[src/rtl/reaction_timer_counter.sv]
// -----------------------------------------------------------------------------
// reaction_timer_counter
//   Millisecond reaction-time counter fed by the game control logic. It counts
//   elapsed ticks as a 4-digit packed-BCD value for the seven-segment stage,
//   saturates at 9999, latches the foul flag when the count is stopped, and
//   emits a one-cycle completion pulse when the count enters HOLD.
//
// Parameters
//   CLK_HZ   input clock frequency in Hz
//   TICK_HZ  count rate in Hz; DIV = CLK_HZ/TICK_HZ, must be >= 2
//
// Ports
//   clk_50M      in   1   system clock, all logic on posedge
//   rst          in   1   synchronous active-high reset, highest priority
//   CounterFlag  in   2   00 clear, 01 hold, 10 run, 11 treated as hold
//   ErrorFlag    in   1   foul indication, sampled with CounterFlag
//   bcd_out      out  16  elapsed count, [15:12]=thousands .. [3:0]=units
//   overflow     out  1   count saturated at 9999
//   foul         out  1   ErrorFlag captured on entry to HOLD
//   running      out  1   high while in RUN
//   done         out  1   one-cycle pulse on entry to HOLD
// -----------------------------------------------------------------------------
module reaction_timer_counter #(
   parameter int CLK_HZ  = 50_000_000,
   parameter int TICK_HZ = 1000
) (
   input  logic        clk_50M,
   input  logic        rst,
   input  logic [1:0]  CounterFlag,
   input  logic        ErrorFlag,
   output logic [15:0] bcd_out,
   output logic        overflow,
   output logic        foul,
   output logic        running,
   output logic        done
);

   localparam int DIV = CLK_HZ / TICK_HZ;
   localparam int PW  = (DIV > 1) ? $clog2(DIV) : 1;
   localparam logic [PW-1:0] PRE_LAST = PW'(DIV - 1);

   typedef enum logic [1:0] {
      IDLE = 2'd0,
      RUN  = 2'd1,
      HOLD = 2'd2
   } state_t;

   state_t        state;
   logic [PW-1:0] prescaler;
   logic [1:0]    prev_flag;

   // Decimal increment: each nibble wraps 9 -> 0 and carries into the next.
   function automatic logic [15:0] bcd_inc(input logic [15:0] v);
      logic [15:0] r;
      logic        c;
      r = v;
      c = 1'b1;
      for (int i = 0; i < 4; i++) begin
         if (c) begin
            if (r[4*i +: 4] == 4'd9) begin
               r[4*i +: 4] = 4'd0;
            end else begin
               r[4*i +: 4] = r[4*i +: 4] + 4'd1;
               c = 1'b0;
            end
         end
      end
      return r;
   endfunction

   // Saturation point of the display: all four digits at 9.
   function automatic logic bcd_at_max(input logic [15:0] v);
      return (v == 16'h9999);
   endfunction

   // state is a flop, so this decode adds no combinational path from inputs.
   assign running = (state == RUN);

   always_ff @(posedge clk_50M) begin
      if (rst) begin
         state     <= IDLE;
         prescaler <= '0;
         prev_flag <= 2'b00;
         bcd_out   <= 16'h0000;
         overflow  <= 1'b0;
         foul      <= 1'b0;
         done      <= 1'b0;
      end else begin
         prev_flag <= CounterFlag;
         done      <= 1'b0;
         case (CounterFlag)
            2'b00: begin
               state     <= IDLE;
               prescaler <= '0;
               bcd_out   <= 16'h0000;
               overflow  <= 1'b0;
               foul      <= 1'b0;
            end
            2'b10: begin
               state <= RUN;
               if (prescaler == PRE_LAST) begin
                  prescaler <= '0;
                  if (bcd_at_max(bcd_out)) begin
                     overflow <= 1'b1;
                  end else begin
                     bcd_out <= bcd_inc(bcd_out);
                  end
               end else begin
                  prescaler <= prescaler + PW'(1);
               end
            end
            default: begin
               // 01 and 11 both hold; a pending tick is simply dropped with
               // the prescaler, so there is no partial-ms rounding.
               state     <= HOLD;
               prescaler <= '0;
               // Both hold codes have bit 0 set, so a clear bit 0 in the
               // previous flag means this edge is the entry into HOLD.
               if (!prev_flag[0]) begin
                  done <= 1'b1;
                  foul <= ErrorFlag;
               end
            end
         endcase
      end
   end

endmodule

[config.mk]
export PLATFORM = sky130hd
export DESIGN_NAME = reaction_timer_counter
export DESIGN_NICKNAME = d
export VERILOG_FILES = /design/src/rtl/reaction_timer_counter.sv
export SDC_FILE = /design/constraint.sdc
export NUM_CORES = 1
export LEC_CHECK = 0
export BUFFER_PORTS_ARGS = -buffer_cell sky130_fd_sc_hd__buf_2
export CAP_MARGIN = 20
export CORE_MARGIN = 10
export CORE_UTILIZATION = 40
export DETAILED_ROUTE_END_ITERATION = 8
export PLACE_DENSITY = 0.59
export SYNTH_ARGS = -nofsm -noshare
export SYNTH_HDL_FRONTEND = slang
export SYNTH_SLANG_ARGS = --single-unit
[constraint.sdc]
create_clock -name clk_50M -period 3.1 [get_ports clk_50M]
set_input_delay 0.62 -clock clk_50M [delete_from_list [all_inputs] [get_ports clk_50M]]
set_output_delay 0.62 -clock clk_50M [all_outputs]
set_load 0.05 [all_outputs]
==> results.json, run 1 <==
{
  "busiest_layer": "met2",
  "synth_warnings": 0,
  "synth-async-reset-ratio": 0,
  "use_met1": 0.139,
  "cap_violations": 0,
  "cts_made_buffers": 5,
  "cp-end-kind": "register",
  "coreArea_um2": 4690,
  "cts_hold_buf": 0,
  "cts-resized-gates": 0,
  "die_y_um": 89.6,
  "ys_seq_area_frac": 0.393,
  "outcome": "completed",
  "grt_start_max_net_pins": 16,
  "drt_wl_total_um": 4430,
  "grt_util_met2": 0.192,
  "syn_avg_cell_area_um2": 8.72,
  "die_w_um": 89.6,
  "critPathMaxFanout": 5,
  "slowest_delay_ns": 0.51,
  "crit_arrival_ns": 2.41,
  "drc": 0,
  "power_density_nw_per_um2": 406,
  "tns_ns": 0,
  "place_hpwl_um": 3250,
  "ant_nets": 0,
  "hold_path_class": "reg -> reg",
  "grt_use_total": 0.118,
  "finalSetupViolCount": 0,
  "vdd_drop_max_mv": 0.152,
  "fmax_mhz": 451,
  "drive_above_1_share": 0.172,
  "synth_edf_count": 0,
  "fin_crit_sh": 0.715,
  "rsz0062_at_grt": "false",
  "final_nets": 263,
  "fin_skew_ns": 0.00776,
  "synth_ff_type": "dfxtp_1",
  "postCtsSetupBuffers": 0,
  "reg2reg_slack_ns": 0.88,
  "slew_headroom": 0.684,
  "rows": 25,
  "dr_total_vias": 1636,
  "critPathKind": "reg -> reg",
  "final_cells": 304,
  "cts_tree": "built",
  "n_antenna_cell": 0,
  "dp_cells": 296,
  "start_kind": "register",
  "synth_cell_types": 50,
  "crit_path_end": "bcd_out[3]$_SDFFE_PP0P_",
  "gp_congestion": 0.866,
  "postLayoutSetupSlackWorst_ns": 0.884,
  "gr-usage-met3": 0.0365,
  "clk_pin_slew_ns": 0.08,
  "drt_iter0_markers": 114,
  "grt_pass1_wl_um": 7350,
  "synth.cell_area_um2": 1940,
  "grt-ovfl-total": 0,
  "cp_cell_sequence": "or4b_4 -> nor4_4 -> nand2_1 -> a21oi_1 -> mux2_2",
  "pre_cts_ws_ns": 0.871,
  "vias_per_cell": 5.38,
  "syn2layout_area_growth_pct": 13.3,
  "slew_violations": 0,
  "cts-root-buf": "clkbuf_8",
  "start_util": 0.413,
  "wl_per_cell_um": 14.6,
  "finalHoldViolCount": 0,
  "rr_startpoint": "prescaler[6]$_SDFF_PP0_",
  "reg2reg_to": "bcd_out[3]$_SDFFE_PP0P_",
  "worstMarginPinSlew_ns": 0.474,
  "cts_max_path_buffers": 2,
  "synth_cells": 222,
  "pin_count": 25,
  "cts.sinks": 38,
  "cp.required_ns": 3.29,
  "cpMaxStageDelayCell": "or4b_4",
  "period_minus_slack_ns": 2.22,
  "syn_nets": 236,
  "cts_max_level": 2,
  "die-area_um2": 8020,
  "antenna_found_initial": 0,
  "portBuffers": 24,
  "startpoint": "prescaler[6]$_SDFF_PP0_",
  "clock_insertion_delay_worst_skew_ns": 0.30,
  "r2r_cells": 5,
  "grt_pass1_vias": 1582,
  "first_pass_iters": 4,
  "leakage_uw": 0.000851,
  "ys_ff_latch": 38
}
## sequential cells by signal, indices dropped and copies added, names as in the netlist
name       cells
prescaler     16
state          2
bcd_out       16
foul           1
overflow       1
done           1
prev_flag      1
## synthesized netlist by cell type, types with 4 or more instances
| cell | count | share of area |
|---|---|---|
| a21oi_1 | 12 | 0.031 |
| dfxtp_1 | 38 | 0.39 |
| ha_1 | 9 | 0.058 |
| inv_1 | 17 | 0.033 |
| nand2_1 | 14 | 0.027 |
| nand2b_1 | 4 | 0.013 |
| nand3_1 | 7 | 0.018 |
| nand3b_1 | 5 | 0.019 |
| nand4_1 | 4 | 0.013 |
| nor2_1 | 22 | 0.043 |
| nor2b_1 | 4 | 0.013 |
| nor3_1 | 8 | 0.021 |
| o21ai_0 | 13 | 0.034 |
| o31ai_1 | 5 | 0.019 |
| or3_1 | 6 | 0.019 |
| xnor2_1 | 7 | 0.032 |
| xor2_1 | 5 | 0.023 |
## metal layers
| layer | up-vias | wire length, um |
|---|---|---|
| met3 | 6 | 191 |
| met1 | 755 | 2080 |
| met5 | - | 0 |
| li1 | 842 | - |
| met4 | 0 | 64 |
| met2 | 33 | 2090 |
## area by class of cell
cell class / instances / area (um2)
Clock buffer: 5 / 68.8
Tap cell: 54 / 67.6
Fill cell: 482 / 2500
Sequential cell: 38 / 761
Clock inverter: 3 / 21.3
Inverter: 17 / 63.8
Multi-Input combinational cell: 162 / 1080
Timing Repair Buffer: 25 / 128
## worst max-delay path: cells and delay by family, from the launching register on
family	cells	cell delay (ns)
AND/OR/NAND/NOR	3	0.99
AO/OA/AOI/OAI	1	0.35
multiplexers	1	0.37
flip-flops	1	0.40
## per-stage QoR
step	hold slack, ns	utilization	power (uW)	instance area (um2)
floorplan	0.399	-	535	1940
global placement	0.422	0.448	551	2100
detailed placement	0.435	0.448	552	2100
CTS	0.451	0.467	904	2190
global route	0.475	0.467	923	2190
finish	0.442	0.467	890	2190
## layout by cell type (no fill, tap or decap), drive strengths merged, types with 3 or more instances in the layout
| master | n |
|---|---|
| nand2b | 4 |
| nor3 | 8 |
| o31ai | 5 |
| dfxtp | 38 |
| and3 | 4 |
| mux2 | 3 |
| or3 | 6 |
| nand4 | 4 |
| xnor2 | 7 |
| clkbuf | 5 |
| nor2b | 4 |
| and3b | 4 |
| inv | 17 |
| nand3b | 5 |
| a21oi | 12 |
| buf | 25 |
| nor2 | 22 |
| nand2 | 14 |
| xor2 | 5 |
| o21ai | 14 |
| nand3 | 7 |
| ha | 9 |
## where the power goes
group          leakage, uW  internal (uW)  switching [uW]  total (uW)
registers         0.000307            492            2.22         494
clock network    0.0000441            158             192         350
logic             0.000500           12.6            32.9        45.5
total             0.000851            663             227         890
## worst min path at each step
stage	from	to	cells past startpoint
3_5_place_dp	prev_flag[0]$_SDFF_PP0_	done$_SDFF_PP0_	1
6_report	prev_flag[0]$_SDFF_PP0_	done$_SDFF_PP0_	1
3_3_place_gp	prev_flag[0]$_SDFF_PP0_	done$_SDFF_PP0_	1
5_1_grt	prev_flag[0]$_SDFF_PP0_	done$_SDFF_PP0_	1
4_1_cts	prev_flag[0]$_SDFF_PP0_	done$_SDFF_PP0_	1
2_1_floorplan	prev_flag[0]$_SDFF_PP0_	done$_SDFF_PP0_	1
## cells by family after synthesis
logic type / after synthesis / synth area share
muxes: 4 / 0.0226
adders and majority gates: 9 / 0.0582
AOI/OAI and AO/OA: 44 / 0.147
DFF: 38 / 0.393
xor gates and xnor gates: 12 / 0.0543
buffers and inverters: 22 / 0.0472
and+or+nand+nor: 93 / 0.277
Note: power is estimated with default switching activity, not from simulation.
==> run 2, diff against run 1 <==
Settings changed: PLACE_DENSITY 0.59 to 0.61.
Clock period 3.1 ns to 1.93 ns, I/O delays scaled along.
==> results.json, run 2 (synthesis gave the netlist of run 1 again) <==
{
  "top_regs": "bcd_out x16, prescaler x16, state x2",
  "rows": 25,
  "grt_start_max_net_pins": 15,
  "coreArea_um2": 4690,
  "cts.sinks": 38,
  "seq_area_um2": 779,
  "cts-root-buf": "clkbuf_8",
  "fin_skew_ns": 0.00434,
  "cts_max_level": 2,
  "gp_congestion": 0.830,
  "cp-end-kind": "register",
  "clk_pin_slew_ns": 0.08,
  "crit_arrival_ns": 2.28,
  "drt_iter0_markers": 81,
  "rsz0062_at_grt": "true",
  "grt-ovfl-total": 0,
  "grt_pass1_vias": 1768,
  "drc": 0,
  "place_hpwl_um": 3580,
  "pre_cts_ws_ns": -0.157,
  "wl_per_cell_um": 14.5,
  "power_density_nw_per_um2": 636,
  "first_pass_iters": 4,
  "outcome": "complete, but fails checks",
  "cts_tree": "built",
  "slew_headroom": 0.748,
  "die_w_um": 89.6,
  "die_y_um": 89.6,
  "antenna_found_initial": 0,
  "cts_made_buffers": 5,
  "fmax_mhz": 479,
  "pin_count": 25,
  "final_cell_mix": "buf_4, dfxtp_1, buf_2",
  "worstMarginPinSlew_ns": 0.378,
  "final_common_cell": "buf_4",
  "vias_per_cell": 5.23,
  "multi_input_area_um2": 1190,
  "portBuffers": 24,
  "clock_insertion_delay_worst_skew_ns": 0.29,
  "critPathKind": "reg -> reg",
  "violations": "negative setup slack",
  "leakage_uw": 0.00110,
  "cts_hold_buf": 0,
  "fillerInstances": 416,
  "postLayoutSetupSlackWorst_ns": -0.159,
  "syn2layout_area_growth_pct": 37.2,
  "reg2reg_slack_ns": -0.16,
  "tns_ns": -2.01,
  "die-area_um2": 8020,
  "n_antenna_cell": 0,
  "drive_above_1_share": 0.373,
  "finalSetupViolCount": 29,
  "drt_wl_total_um": 4960,
  "cap_violations": 0,
  "fin_crit_sh": 1.08,
  "critPathMaxFanout": 6,
  "grt_use_total": 0.133,
  "vdd_drop_max_mv": 0.331,
  "slew_violations": 0,
  "period_minus_slack_ns": 2.09,
  "grt_pass1_wl_um": 8450,
  "dp_cells": 326,
  "cp.required_ns": 2.12,
  "cts_max_path_buffers": 2,
  "finalHoldViolCount": 0,
  "hold_path_class": "in -> reg",
  "dr_total_vias": 1784,
  "start_kind": "register",
  "ant_nets": 0,
  "start_util": 0.413,
  "final_nets": 300,
  "final_cells": 341
}
run 2: cell types whose count changed in the layout (fill, tap and decap cells not counted), sizes merged:
cell      delta
buf         +37
clkinvlp     -1
clkinv       -2
bufinv       +1
clkbuf       +2
run 2: timing repair:
action,CTS,global route
gates cloned,0,1
resized for setup,11,17
setup endpoints to repair,15,28
setup buffers,2,4
pin swaps,7,12
run 2: power breakdown:
group | internal, uW | switching (uW) | total (uW)
logic | 39.2 | 64.1 | 103
clock network | 499 | 295 | 795
registers | 789 | 3.19 | 792
run 2: path summary, 6_finish.rpt:
| kind | end | cells past startpoint | start |
|---|---|---|---|
| worst max-delay path | bcd_out[9]$_SDFFE_PP0P_ | 5 | prescaler[12]$_SDFF_PP0_ |
| worst min-delay path | foul$_SDFFE_PP0P_ | 3 | ErrorFlag |
| worst max register to register | bcd_out[9]$_SDFFE_PP0P_ | 5 | prescaler[12]$_SDFF_PP0_ |
| worst min register to register | done$_SDFF_PP0_ | 1 | prev_flag[0]$_SDFF_PP0_ |
run 2: routing by layer:
metal / GRT usage / part of all wire / vias to the layer above
met5: 0 / 0 / -
met4: 0.0607 / 0.019 / 0
met3: 0.0401 / 0.041 / 9
met2: 0.210 / 0.47 / 33
met1: 0.161 / 0.47 / 828
li1: - / - / 914
run 2: area by class of cell:
class	count	area share
Multi-Input combinational cell	162	0.450
Sequential cell	38	0.293
Timing Repair Buffer	62	0.155
Clock buffer	7	0.0405
Tap cell	54	0.0254
Inverter	17	0.0240
Clock inverter	1	0.0113
run 2: critical path: stages (launching register included):
cell and delay (ns):
dfxtp_2 0.33, or4bb_4 0.55, or4_4 0.57, a211oi_4 0.24
o21ai_1 0.09, a22o_1 0.20
run 2: metrics by stage:
step	hold slack, ns	util	total power (uW)	area, um2
CTS	0.342	0.543	1700	2550
global route	0.367	0.566	1740	2660
global placement	0.422	0.502	901	2350
finish	0.353	0.566	1690	2660
detailed placement	0.433	0.502	901	2350
floorplan	0.399	-	860	1970
==> run 3, diff against run 2 <==
Settings changed: PLACE_DENSITY 0.61 to not set.
==> results.json, run 3 (synthesis gave the netlist of run 1 again) <==
{
  "pin_count": 25,
  "coreArea_um2": 4690,
  "gp_congestion": 0.864,
  "cts_max_level": 2,
  "reg2reg_slack_ns": -0.19,
  "hold_slack_ns": 0.373,
  "min_from": "rst",
  "cap_violations": 0,
  "fin_skew_ns": 0.00521,
  "clk_pin_slew_ns": 0.07,
  "fmax_mhz": 472,
  "crit_arrival_ns": 2.30,
  "cts_tree": "built",
  "finalSetupViolCount": 12,
  "portBuffers": 24,
  "rsz0062_at_grt": "true",
  "slew_violations": 0,
  "grt-ovfl-total": 0,
  "start_kind": "register",
  "cts.sinks": 38,
  "die_y_um": 89.6,
  "r2r_cells": 5,
  "place_hpwl_um": 3550,
  "power_density_nw_per_um2": 557,
  "cts_max_path_buffers": 2,
  "start_util": 0.413,
  "final_nets": 290,
  "postLayoutSetupSlackWorst_ns": -0.191,
  "power_uw": 1400,
  "top_regs": "bcd_out x16, prescaler x16, state x2",
  "grt_use_total": 0.125,
  "syn2layout_area_growth_pct": 30.1,
  "utilization": 0.537,
  "final_cell_mix": "dfxtp_1, buf_4, buf_2",
  "leakage_uw": 0.00101,
  "hold_depth": 2,
  "die_w_um": 89.6,
  "final_area_um2": 2520,
  "dr_total_vias": 1741,
  "critPathMaxFanout": 7,
  "drt_wl_total_um": 4670,
  "place_area_um2": 2330,
  "min_to": "bcd_out[15]$_SDFFE_PP0P_",
  "grt_pass1_wl_um": 7980,
  "vdd_drop_max_mv": 0.360,
  "first_pass_iters": 4,
  "cpMaxStageDelayCell": "or4_4",
  "wl_per_cell_um": 14.1,
  "hold_path_class": "in -> reg",
  "cp-end-kind": "register",
  "grt_pass1_vias": 1789,
  "die-area_um2": 8020,
  "ant_nets": 0,
  "period_minus_slack_ns": 2.12,
  "slew_headroom": 0.754,
  "cts_made_buffers": 5,
  "outcome": "complete, but fails checks",
  "drc": 0,
  "slowest_delay_ns": 0.57,
  "cts_hold_buf": 0,
  "drt_iter0_markers": 55,
  "cts-root-buf": "clkbuf_8",
  "fin_crit_sh": 1.10,
  "grt_start_max_net_pins": 15,
  "rows": 25,
  "violations": "negative setup slack",
  "rr_startpoint": "prescaler[5]$_SDFF_PP0_",
  "drive_above_1_share": 0.326,
  "final_common_cell": "dfxtp_1",
  "critPathKind": "reg -> reg",
  "reg2reg_to": "bcd_out[9]$_SDFFE_PP0P_",
  "cp_cell_sequence": "or4bb_4 -> or4_4 -> a211oi_4 -> o21ai_1 -> a22o_1",
  "cp.required_ns": 2.11,
  "finalHoldViolCount": 0,
  "clock_insertion_delay_worst_skew_ns": 0.28,
  "worstMarginPinSlew_ns": 0.368,
  "n_antenna_cell": 0,
  "vias_per_cell": 5.28,
  "antenna_found_initial": 0
}
run 3: changes by cell type in the layout (fill, tap and decap cells not counted), sizes merged:
cell    delta
buf       -10
bufinv     -1
run 3: routing by layer:
metal | wire length [um] | vias to the layer above | share of wire | GRT usage
met1 | 2180 | 810 | 0.47 | 0.142
met3 | 146 | 7 | 0.031 | 0.0374
met2 | 2280 | 32 | 0.49 | 0.220
met5 | 0 | - | 0 | 0
li1 | - | 892 | - | -
met4 | 65 | 0 | 0.014 | 0.0390
run 3: worst max-delay path by stage:
stage                             start                        to  slack, ns  cells past startpoint
2_1_floorplan   prescaler[9]$_SDFF_PP0_  bcd_out[11]$_SDFFE_PP0P_      -0.16                      6
3_3_place_gp   prescaler[12]$_SDFF_PP0_   bcd_out[9]$_SDFFE_PP0P_      -0.13                      5
3_5_place_dp   prescaler[12]$_SDFF_PP0_   bcd_out[9]$_SDFFE_PP0P_      -0.17                      5
4_1_cts         prescaler[5]$_SDFF_PP0_  bcd_out[11]$_SDFFE_PP0P_      -0.14                      5
5_1_grt         prescaler[5]$_SDFF_PP0_   bcd_out[9]$_SDFFE_PP0P_      -0.24                      5
6_report        prescaler[5]$_SDFF_PP0_   bcd_out[9]$_SDFFE_PP0P_      -0.19                      5
run 3: critical path: cells and delay by family, from the launching register on:
| family | cells | cell delay, ns |
|---|---|---|
| and+or+nand+nor | 2 | 1.11 |
| DFF | 1 | 0.32 |
| AOI/OAI and AO/OA | 3 | 0.58 |
run 3: metrics by stage:
step	std cells	setup TNS, ns	worst slack [ns]
floorplan	222	-0.592	-0.158
global placement	321	-1.01	-0.131
detailed placement	321	-1.13	-0.168
CTS	330	-1.09	-0.139
global route	330	-2.39	-0.238
finish	330	-1.21	-0.191
run 3: layout make-up:
cell class	count	area, um2
Sequential cell	38	778
Timing Repair Buffer	52	350
Fill cell	452	2170
Clock buffer	7	76.3
Inverter	17	63.8
Multi-Input combinational cell	162	1180
Tap cell	54	67.6
run 3: repair_timing:
item                       4_1_cts  5_1_grt
resized for setup                9       14
pin swaps                        5        8
setup endpoints to repair       16       17
setup buffers                    2        0
run 3: where the power goes:
part / internal, uW / leakage (uW) / switching (uW) / total (uW)
registers: 789 / 0.000314 / 2.99 / 792
clock network: 249 / 0.0000383 / 264 / 513
logic: 34.9 / 0.000659 / 62.2 / 97.1
